$ cat config.mk
export PLATFORM = sky130hd
export DESIGN_NAME = vga_scan_ctrl
export DESIGN_NICKNAME = d
export VERILOG_FILES = /design/src/rtl/vga_scan_ctrl.sv
export SDC_FILE = /design/constraint.sdc
export NUM_CORES = 1
export LEC_CHECK = 0
export CORE_MARGIN = 4
export CORE_UTILIZATION = 30
export CTS_CLUSTER_SIZE = 14
export DETAILED_ROUTE_END_ITERATION = 8
export SETUP_SLACK_MARGIN = 0.05
export SLEW_MARGIN = 20
export SYNTH_ARGS = -nofsm -noshare
export SYNTH_HDL_FRONTEND = slang
export SYNTH_SLANG_ARGS = --single-unit
$ cat constraint.sdc
create_clock -name clk -period 1.87 [get_ports clk]
set_input_delay 0.374 -clock clk [delete_from_list [all_inputs] [get_ports clk]]
set_output_delay 0.374 -clock clk [all_outputs]
set_load 0.005 [all_outputs]
$ cat src/rtl/vga_scan_ctrl.sv
// VGA 640x480@60 scan timing and registered RGB444 output stage.
// Optional macro VGA_TEST_PATTERN_EN replaces color_in with an internal bar/border pattern.
module vga_scan_ctrl #(
    parameter int H_ACTIVE = 640,
    parameter int H_FP     = 16,
    parameter int H_SYNC   = 96,
    parameter int H_BP     = 48,
    parameter int V_ACTIVE = 480,
    parameter int V_FP     = 10,
    parameter int V_SYNC   = 2,
    parameter int V_BP     = 33,
    parameter int CLK_DIV  = 4
) (
    input  logic        clk,
    input  logic        rst,
    input  logic [11:0] color_in,
    output logic [9:0]  x,
    output logic [8:0]  y,
    output logic        hs,
    output logic        vs,
    output logic [3:0]  r,
    output logic [3:0]  g,
    output logic [3:0]  b,
    output logic        active,
    output logic        frame_start
);

    localparam int H_TOTAL = H_ACTIVE + H_FP + H_SYNC + H_BP;
    localparam int V_TOTAL = V_ACTIVE + V_FP + V_SYNC + V_BP;
    localparam int DIV_W   = (CLK_DIV > 1) ? $clog2(CLK_DIV) : 1;

    localparam logic [DIV_W-1:0] DIV_MAX  = DIV_W'(CLK_DIV - 1);
    localparam logic [9:0]       H_ACT_C  = 10'(H_ACTIVE);
    localparam logic [9:0]       H_LAST_C = 10'(H_TOTAL - 1);
    localparam logic [9:0]       HS_BEG_C = 10'(H_ACTIVE + H_FP);
    localparam logic [9:0]       HS_END_C = 10'(H_ACTIVE + H_FP + H_SYNC - 1);
    localparam logic [9:0]       V_ACT_C  = 10'(V_ACTIVE);
    localparam logic [9:0]       V_LAST_C = 10'(V_TOTAL - 1);
    localparam logic [9:0]       VS_BEG_C = 10'(V_ACTIVE + V_FP);
    localparam logic [9:0]       VS_END_C = 10'(V_ACTIVE + V_FP + V_SYNC - 1);

    logic [DIV_W-1:0] div_q, div_d;
    logic [9:0]       hcnt_q, hcnt_d;
    logic [9:0]       vcnt_q, vcnt_d;
    logic             hs_q, hs_d;
    logic             vs_q, vs_d;
    logic [3:0]       r_q, r_d;
    logic [3:0]       g_q, g_d;
    logic [3:0]       b_q, b_d;
    logic             active_q, active_d;
    logic             frame_start_q, frame_start_d;

    logic        tick;
    logic        h_vis;
    logic        v_vis;
    logic        vis_req;
    logic        hs_req;
    logic        vs_req;
    logic        h_wrap;
    logic        v_wrap;
    logic [11:0] pix_color;

    assign tick    = (div_q == DIV_MAX);
    assign h_vis   = (hcnt_q < H_ACT_C);
    assign v_vis   = (vcnt_q < V_ACT_C);
    assign vis_req = h_vis && v_vis;
    assign hs_req  = !((hcnt_q >= HS_BEG_C) && (hcnt_q <= HS_END_C));
    assign vs_req  = !((vcnt_q >= VS_BEG_C) && (vcnt_q <= VS_END_C));
    assign h_wrap  = (hcnt_q == H_LAST_C);
    assign v_wrap  = (vcnt_q == V_LAST_C);

    // Request coordinates are zeroed outside the visible area so y fits in 9 bits.
    assign x = h_vis ? hcnt_q : 10'd0;
    assign y = v_vis ? vcnt_q[8:0] : 9'd0;

`ifdef VGA_TEST_PATTERN_EN
    always_comb begin
        pix_color = 12'h000;
        case (x[9:7])
            3'd0: pix_color = 12'h000;
            3'd1: pix_color = 12'hF00;
            3'd2: pix_color = 12'h0F0;
            3'd3: pix_color = 12'h00F;
            3'd4: pix_color = 12'hFF0;
            3'd5: pix_color = 12'h0FF;
            3'd6: pix_color = 12'hF0F;
            3'd7: pix_color = 12'hFFF;
            default: pix_color = 12'h000;
        endcase
        if ((x == 10'd0) || (x == H_ACT_C - 10'd1) ||
            (y == 9'd0) || (y == 9'(V_ACTIVE - 1))) begin
            pix_color = 12'hFFF;
        end
    end
`else
    assign pix_color = color_in;
`endif

    // Everything but the divider holds between ticks; frame_start self-clears after one clk.
    always_comb begin
        div_d         = tick ? '0 : div_q + DIV_W'(1);
        hcnt_d        = hcnt_q;
        vcnt_d        = vcnt_q;
        hs_d          = hs_q;
        vs_d          = vs_q;
        r_d           = r_q;
        g_d           = g_q;
        b_d           = b_q;
        active_d      = active_q;
        frame_start_d = 1'b0;
        if (tick) begin
            hcnt_d = h_wrap ? 10'd0 : hcnt_q + 10'd1;
            if (h_wrap) begin
                vcnt_d = v_wrap ? 10'd0 : vcnt_q + 10'd1;
            end
            hs_d          = hs_req;
            vs_d          = vs_req;
            active_d      = vis_req;
            r_d           = vis_req ? pix_color[11:8] : 4'd0;
            g_d           = vis_req ? pix_color[7:4]  : 4'd0;
            b_d           = vis_req ? pix_color[3:0]  : 4'd0;
            frame_start_d = h_wrap && v_wrap;
        end
    end

    always_ff @(posedge clk) begin
        if (rst) begin
            div_q         <= '0;
            hcnt_q        <= 10'd0;
            vcnt_q        <= 10'd0;
            hs_q          <= 1'b1;
            vs_q          <= 1'b1;
            r_q           <= 4'd0;
            g_q           <= 4'd0;
            b_q           <= 4'd0;
            active_q      <= 1'b0;
            frame_start_q <= 1'b0;
        end else begin
            div_q         <= div_d;
            hcnt_q        <= hcnt_d;
            vcnt_q        <= vcnt_d;
            hs_q          <= hs_d;
            vs_q          <= vs_d;
            r_q           <= r_d;
            g_q           <= g_d;
            b_q           <= b_d;
            active_q      <= active_d;
            frame_start_q <= frame_start_d;
        end
    end

    assign hs          = hs_q;
    assign vs          = vs_q;
    assign r           = r_q;
    assign g           = g_q;
    assign b           = b_q;
    assign active      = active_q;
    assign frame_start = frame_start_q;

endmodule
==> key figures, run 1 <==
Timing
  – Max Freq: 563 MHz
  – Final min period: 1780 ps
  – Clock Skew: 10.1 ps
  – Setup TNS: 0 ps
  – RSZ-0062 raised after global routing: true
  – Hold_ws: 428 ps
  – Final cycle utilization of the critical path: 95.0%
  – Setup Viol. Count Final: 0
  – Worst slew pin tran: 646 ps
  – Final Max Slew Viols: 0
  – Slew HR: 56.9%
  – Final Hold Viols: 0

Floorplan
  – Die X-Extent: 84.4 um
  – Row Count: 27
  – Die Ht: 84.4 um
  – Initial Util: 31.4%
  – Core ar.: 0.00557 mm^2
  – Die area: 0.00712 mm^2
  – Io pins: 49

Clock tree
  – Clk sinks: 38
  – H-tree depth: 2
  – Clock Tree Root: clkbuf_8
  – Clock Tree Buf Depth: 2
  – CTS tree: done
  – Clk slew on worst S/H paths: 80 ps
  – CTS buffer count: 5
  – Worst-Skew Late Latency: 290 ps

GRT
  – Pin count of the biggest net entering global routing: 18
  – Initial antenna violation count: 0
  – Number of global-route vias before repair: 1503
  – GRT Total Usage: 12.5%
  – Total grt overflow: 0
  – Global-route wire length before repair: 7310 um

Cells and area
  – Fraction of layout cells with a size suffix above 1: 25.6%
  – Post-route cell area: 0.00268 mm^2
  – Layout Cells excl Fill: 338
  – Area Growth Syn to Fin: 53.3%
  – Commonest non-fill, non-tap cell in the layout: buf_4
  – Nets: 284
  – Most frequent cells in the layout: 32 x buf_4, 30 x dfxtp_1, 29 x clkdlybuf4s50_1
  – Antenna cells: 0
  – Util after Layout: 48.1%

Worst setup path
  – Crit. End Element: output pin
  – Crit Path Class: register to output pin
  – Worst reg-to-reg path cell count: 5
  – Worst R2R End: vcnt_q[7]
  – CP peak stage delay: 330 ps
  – Setup crit start kind: register
  – FF-to-FF setup slack: 100 ps
  – Delay-heaviest family, CP: simple AND/OR/NAND/NOR gates
  – Critical Path RT: 1500 ps
  – Critical path fanouts, max: 5
  – CP bufs+invs: 2
  – Worst path slowest cell: dfxtp_2
  – Setup crit start: vcnt_q[5]
  – Crit-path cells: nand4_1 -> nor2b_4 -> buf_4 -> and2_2 -> clkdlybuf4s15_1
  – Critical R2R Launch: hcnt_q[7]
  – Worst path arrival time: 1400 ps

Worst hold path
  – Hold Path Class: register to register
  – Min-delay src: div_q[0]
  – WHS Path Cells: 1
  – Hold EP: div_q[0]

Logic synthesis
  – FFs w/ async S/R, synth: 0%
  – Synth Area in Compound Gates: 11.2%
  – Synth Cell Area: 0.00175 mm^2
  – Gate count after technology mapping: 186
  – Top FF cell, synth: dfxtp_1
  – Synth Area in Simple Gates: 29.4%
  – Proportion of synthesized area in mux cells: 1.79%
  – Post-Syn Nets: 205
  – Unique masters post-synth: 43
  – Syn avg cell area: 9.41 um^2
  – Synth Area in XOR/XNOR: 6.50%
  – Syn. warnings: 0
  – Main combinational cell family by area after synthesis: simple AND/OR/NAND/NOR gates
  – Synth Area in Adders: 3.57%
  – Top cell type's share of synthesized area: 43.5%
  – Yosys reg bits: 38
  – Biggest area consumer among synthesized cells: dfxtp_1
  – Sequential area share after synthesis: 43.5%
  – Number of enable flip-flop cells after synthesis: 0
  – Top cells by area, synth: dfxtp_1 43%, a22o_1 6.5%, and2_1 5.7%

Run status
  – Status: completed

Power and ir drop
  – Max VDD drop: 0.000367 V
  – Static Leakage: 1.19 nW
  – Pwr Density: 609 mW/mm^2

Drt
  – Iteration-0 DRC Markers: 44
  – Post-route ant nets: 0
  – Via count: 1607
  – Drt pass-1 iters: 4
  – Final wirelength: 4380 um
  – Routed WL per cell: 13.0 um
  – Remaining DRCs: 0
  – Via density: 4.75

Run
  – Max-cap violations: 0

Placement
  – Gpl congestion: 0.753
  – DP Area: 0.00249 mm^2
  – # port buffers: 48
  – Cells after DPL: 325
  – HPWL after DPL: 3160 um
cells in the mapped netlist (2+ instances only):
cell / count
o21ai_0: 4
nor2b_1: 3
nand4_1: 4
nand2b_1: 2
xor2_1: 7
nor3_1: 8
and4_1: 3
buf_2: 5
mux2i_1: 2
and2_1: 16
nor4_1: 6
or3_1: 2
a21oi_1: 4
inv_1: 5
nor2_1: 17
a22o_1: 13
dfxtp_1: 38
clkbuf_1: 4
nand2_1: 4
and3_1: 3
ha_1: 5
nand3_1: 5
xnor2_1: 6
report_power, final:
part | total (W) | switching (W) | leakage (nW) | internal, W
registers | 0.000833 | 0.00000924 | 0.312 | 0.000824
clock network | 0.000684 | 0.000292 | 0.0579 | 0.000393
logic | 0.000115 | 0.0000446 | 0.821 | 0.0000704
through the flow:
| step | worst slack (ps) | total power (W) |
|---|---|---|
| after floorplan | 58.8 | 0.000901 |
| after global placement | -117 | 0.000972 |
| after detailed placement | -149 | 0.000973 |
| after CTS | 66.7 | 0.00165 |
| after global routing | 16.0 | 0.00171 |
| final | 94.2 | 0.00163 |
per-layer routing:
layer  wire [um]  part of all wire, %  GRT usage [%]  up-vias
met3         210                  4.8           4.02        4
met4          25                 0.57           3.02        0
met1        2150                   49           17.7      754
met5           0                    0              0        -
li1            -                    -              -      813
met2        2000                   46           18.4       36
timing repair:
action / 4_1_cts / 5_1_grt
setup buffers: 3 / 2
setup endpoints to repair: 34 / 14
hold buffers: 0 / 0
resized for setup: 42 / 12
pin swaps: 2 / 0
how the worst max path moves through the flow:
stage | end | slack [ps] | cells after the start
floorplan | vcnt_q[7] | 60 | 5
global placement | hcnt_q[0] | -120 | 3
detailed placement | hcnt_q[0] | -150 | 3
CTS | x[8] | 70 | 3
global route | y[4] | 20 | 5
finish | y[4] | 90 | 5
worst register-to-register path, cell delays in order (launching register included):
cell,delay [ps]
dfxtp_4,360
buf_4,140
nand4b_4,170
or4_4,550
or3_1,340
a21oi_2,140
sequential cells by signal (all words and copies together) (netlist names):
signal and flops:
hcnt_q 10, vcnt_q 10, b 4, g 4
r 4, div_q 2, active 1, frame_start 1
hs 1, vs 1
logic make-up after synthesis:
logic type	count (synthesis)
compound gates	26
simple gates	85
flops	38
buf+inv	16
mux	3
fa+ha+maj	5
xor+xnor	13
layout make-up:
class                           instances  area (um^2)
Clock buffer                            5         68.8
Clock inverter                          3         40.0
Fill cell                             544         2890
Inverter                                5         18.8
Multi-Input combinational cell        132          952
Sequential cell                        38          778
Tap cell                               72         90.1
Timing Repair Buffer                   83          734
Note: power is estimated with default switching activity, not from simulation.
==> run 2, diff against run 1 <==
CAP_MARGIN = 20   (was default)
clock period = 1.5 ns   (was 1.87 ns; I/O delays follow)
==> key figures, run 2 (synthesis gave the netlist of run 1 again) <==
Drt
  – Remaining DRCs: 0 (unchanged)
  – Routed WL per cell: 13.9 um (was 13.0 um)
  – Via density: 4.72 (was 4.75)
  – Drt pass-1 iters: 4 (unchanged)
  – Post-route ant nets: 0 (unchanged)
  – Via count: 1696 (was 1607)
  – Iteration-0 DRC Markers: 66 (was 44)
  – Final wirelength: 4980 um (was 4380 um)

Clock tree
  – H-tree depth: 2 (unchanged)
  – Worst-Skew Late Latency: 290 ps (about the same)
  – Clk sinks: 38 (unchanged)
  – Post-CTS Hold Buffers: 0 (unchanged)
  – CTS tree: done (unchanged)
  – Clock Tree Root: clkbuf_8 (unchanged)
  – CTS buffer count: 5 (unchanged)
  – Clock Tree Buf Depth: 2 (unchanged)
  – Clk slew on worst S/H paths: 80 ps (about the same)

GRT
  – Initial antenna violation count: 0 (unchanged)
  – Pin count of the biggest net entering global routing: 14 (was 18)
  – Global-route wire length before repair: 8270 um (was 7310 um)
  – Number of global-route vias before repair: 1650 (was 1503)
  – GRT Total Usage: 14.4% (was 12.5%)
  – Total grt overflow: 0 (unchanged)

Timing
  – RSZ-0062 raised after global routing: true (unchanged)
  – Clock Skew: 6.02 ps (was 10.1 ps)
  – Worst slew pin tran: 413 ps (was 646 ps)
  – Slew HR: 72.4% (was 56.9%)
  – Setup Viol. Count Final: 35 (was 0)
  – Final Max Slew Viols: 0 (unchanged)
  – Final worst slack: -177 ps (was 94.2 ps)
  – Final cycle utilization of the critical path: 112%
  – Final Hold Viols: 0 (unchanged)
  – Max Freq: 596 MHz
  – Final min period: 1680 ps

Cells and area
  – Commonest non-fill, non-tap cell in the layout: buf_4 (unchanged)
  – Biggest regs: hcnt_q (10), vcnt_q (10) (unchanged)
  – Nets: 305 (was 284)
  – Antenna cells: 0 (unchanged)
  – Area Growth Syn to Fin: 76.5% (was 53.3%)
  – Fraction of layout cells with a size suffix above 1: 49.5% (was 25.6%)
  – Layout Cells excl Fill: 359 (was 338)
  – Most frequent cells in the layout: 41 x buf_4, 28 x buf_6, 22 x dfxtp_2 (was 32 x buf_4, 30 x dfxtp_1, 29 x clkdlybuf4s50_1)
  – Fillers: 504 (was 544)
  – Util after Layout: 55.4% (was 48.1%)

Power and ir drop
  – Static Leakage: 1.49 nW (was 1.19 nW)
  – Pwr Density: 637 mW/mm^2 (was 609 mW/mm^2)
  – Max VDD drop: 0.000347 V (was 0.000367 V)
  – Pwr Total: 0.00197 W (was 0.00163 W)

Floorplan
  – Core ar.: 0.00557 mm^2 (unchanged)
  – Initial Util: 31.4% (unchanged)
  – Die Ht: 84.4 um (unchanged)
  – Row Count: 27 (unchanged)
  – Die X-Extent: 84.4 um (unchanged)
  – Io pins: 49 (unchanged)
  – Die area: 0.00712 mm^2 (unchanged)

Worst hold path
  – Min-delay src: div_q[0] (unchanged)
  – Hold Path Class: register to register (unchanged)

Run status
  – Failing checks: setup timing
  – Status: finished with violations (was completed)

Worst setup path
  – Setup crit start: div_q[0] (was vcnt_q[5])
  – Worst path arrival time: 1910 ps (was 1400 ps)
  – Crit. End Element: register (was output pin)
  – Critical path fanouts, max: 4 (was 5)
  – CP peak stage delay: 560 ps (was 330 ps)
  – Critical R2R Launch: div_q[0] (was hcnt_q[7])
  – Setup crit start kind: register (unchanged)
  – Critical Path RT: 1730 ps (was 1500 ps)
  – Worst path slowest cell: or4_4 (was dfxtp_2)
  – Crit-path cells: ha_4 -> nand4_4 -> or4_4 -> or3_1 -> a21oi_1 (was nand4_1 -> nor2b_4 -> buf_4 -> and2_2 -> clkdlybuf4s15_1)
  – Crit Path Class: register to register (was register to output pin)

Placement
  – Cells after DPL: 340 (was 325)
  – # port buffers: 48 (unchanged)
  – Gpl congestion: 0.803 (was 0.753)
  – HPWL after DPL: 3500 um (was 3160 um)
  – Setup Slack @ Placement: -242 ps (was -149 ps)

Run
  – Max-cap violations: 0 (unchanged)
## run 2: cell count changes in the layout (fill, tap and decap cells not counted), sizes merged
| cell | delta |
|---|---|
| buf | +37 |
| clkdlybuf4s50 | -14 |
| dlymetal6s2s | +8 |
| clkdlybuf4s15 | -5 |
| dlygate4sd2 | -3 |
| clkbuf | -2 |
| bufinv | -1 |
| clkinv | -1 |
| clkinvlp | +1 |
| nor2b | +1 |
## run 2: report_power, final
group | switching (W) | internal (W)
Combinational | 0.0000630 | 0.000104
Sequential | 0.0000152 | 0.00103
Clock | 0.000381 | 0.000370
## run 2: timing repair
action | CTS | global route
cloned | 1 | 0
buffers inserted | 9 | 3
setup endpoints to repair | 52 | 61
pin swaps | 34 | 11
gates resized for setup | 124 | 49
## run 2: final cells by class
cell class / instances / area (um^2) / share of cell area [%]
Clock inverter: 2 / 12.5 / 0.405
Timing Repair Buffer: 103 / 983 / 31.8
Tap cell: 72 / 90.1 / 2.92
Sequential cell: 38 / 792 / 25.6
Multi-Input combinational cell: 133 / 1110 / 35.9
Clock buffer: 6 / 82.6 / 2.67
Inverter: 5 / 18.8 / 0.608
## run 2: stage by stage
| step | hold slack, ps | instance area [um^2] | TNS (ps) |
|---|---|---|---|
| 2_1_floorplan | 404 | 1790 | -1310 |
| 3_3_place_gp | 411 | 2650 | -5670 |
| 3_5_place_dp | 425 | 2650 | -6260 |
| 4_1_cts | 436 | 2920 | -1240 |
| 5_1_grt | 445 | 3090 | -4700 |
| 6_report | 435 | 3090 | -2010 |
## run 2: worst paths after layout
check / depth (start not counted) / end / slack [ps]
max: 5 / vcnt_q[9] / -180
min: 1 / div_q[0] / 440
max reg2reg: 5 / vcnt_q[9] / -180
min reg2reg: 1 / div_q[0] / 440
## run 2: worst max-delay path, delay by kind of cell, from the launching register on
kind	cells	cell delay [ps]
compound gates	1	130
flops	1	350
simple gates	3	990
fa+ha+maj	1	140
## run 2: per-layer routing
metal  vias to the layer above  GRT usage, %  routed length (um)  part of all wire, %
met5                         -             0                   0                    0
met1                       801          17.7                2260                   45
li1                        858             -                   -                    -
met3                         5          3.93                 192                  3.9
met4                         0          3.02                  46                 0.92
met2                        32          25.0                2480                   50
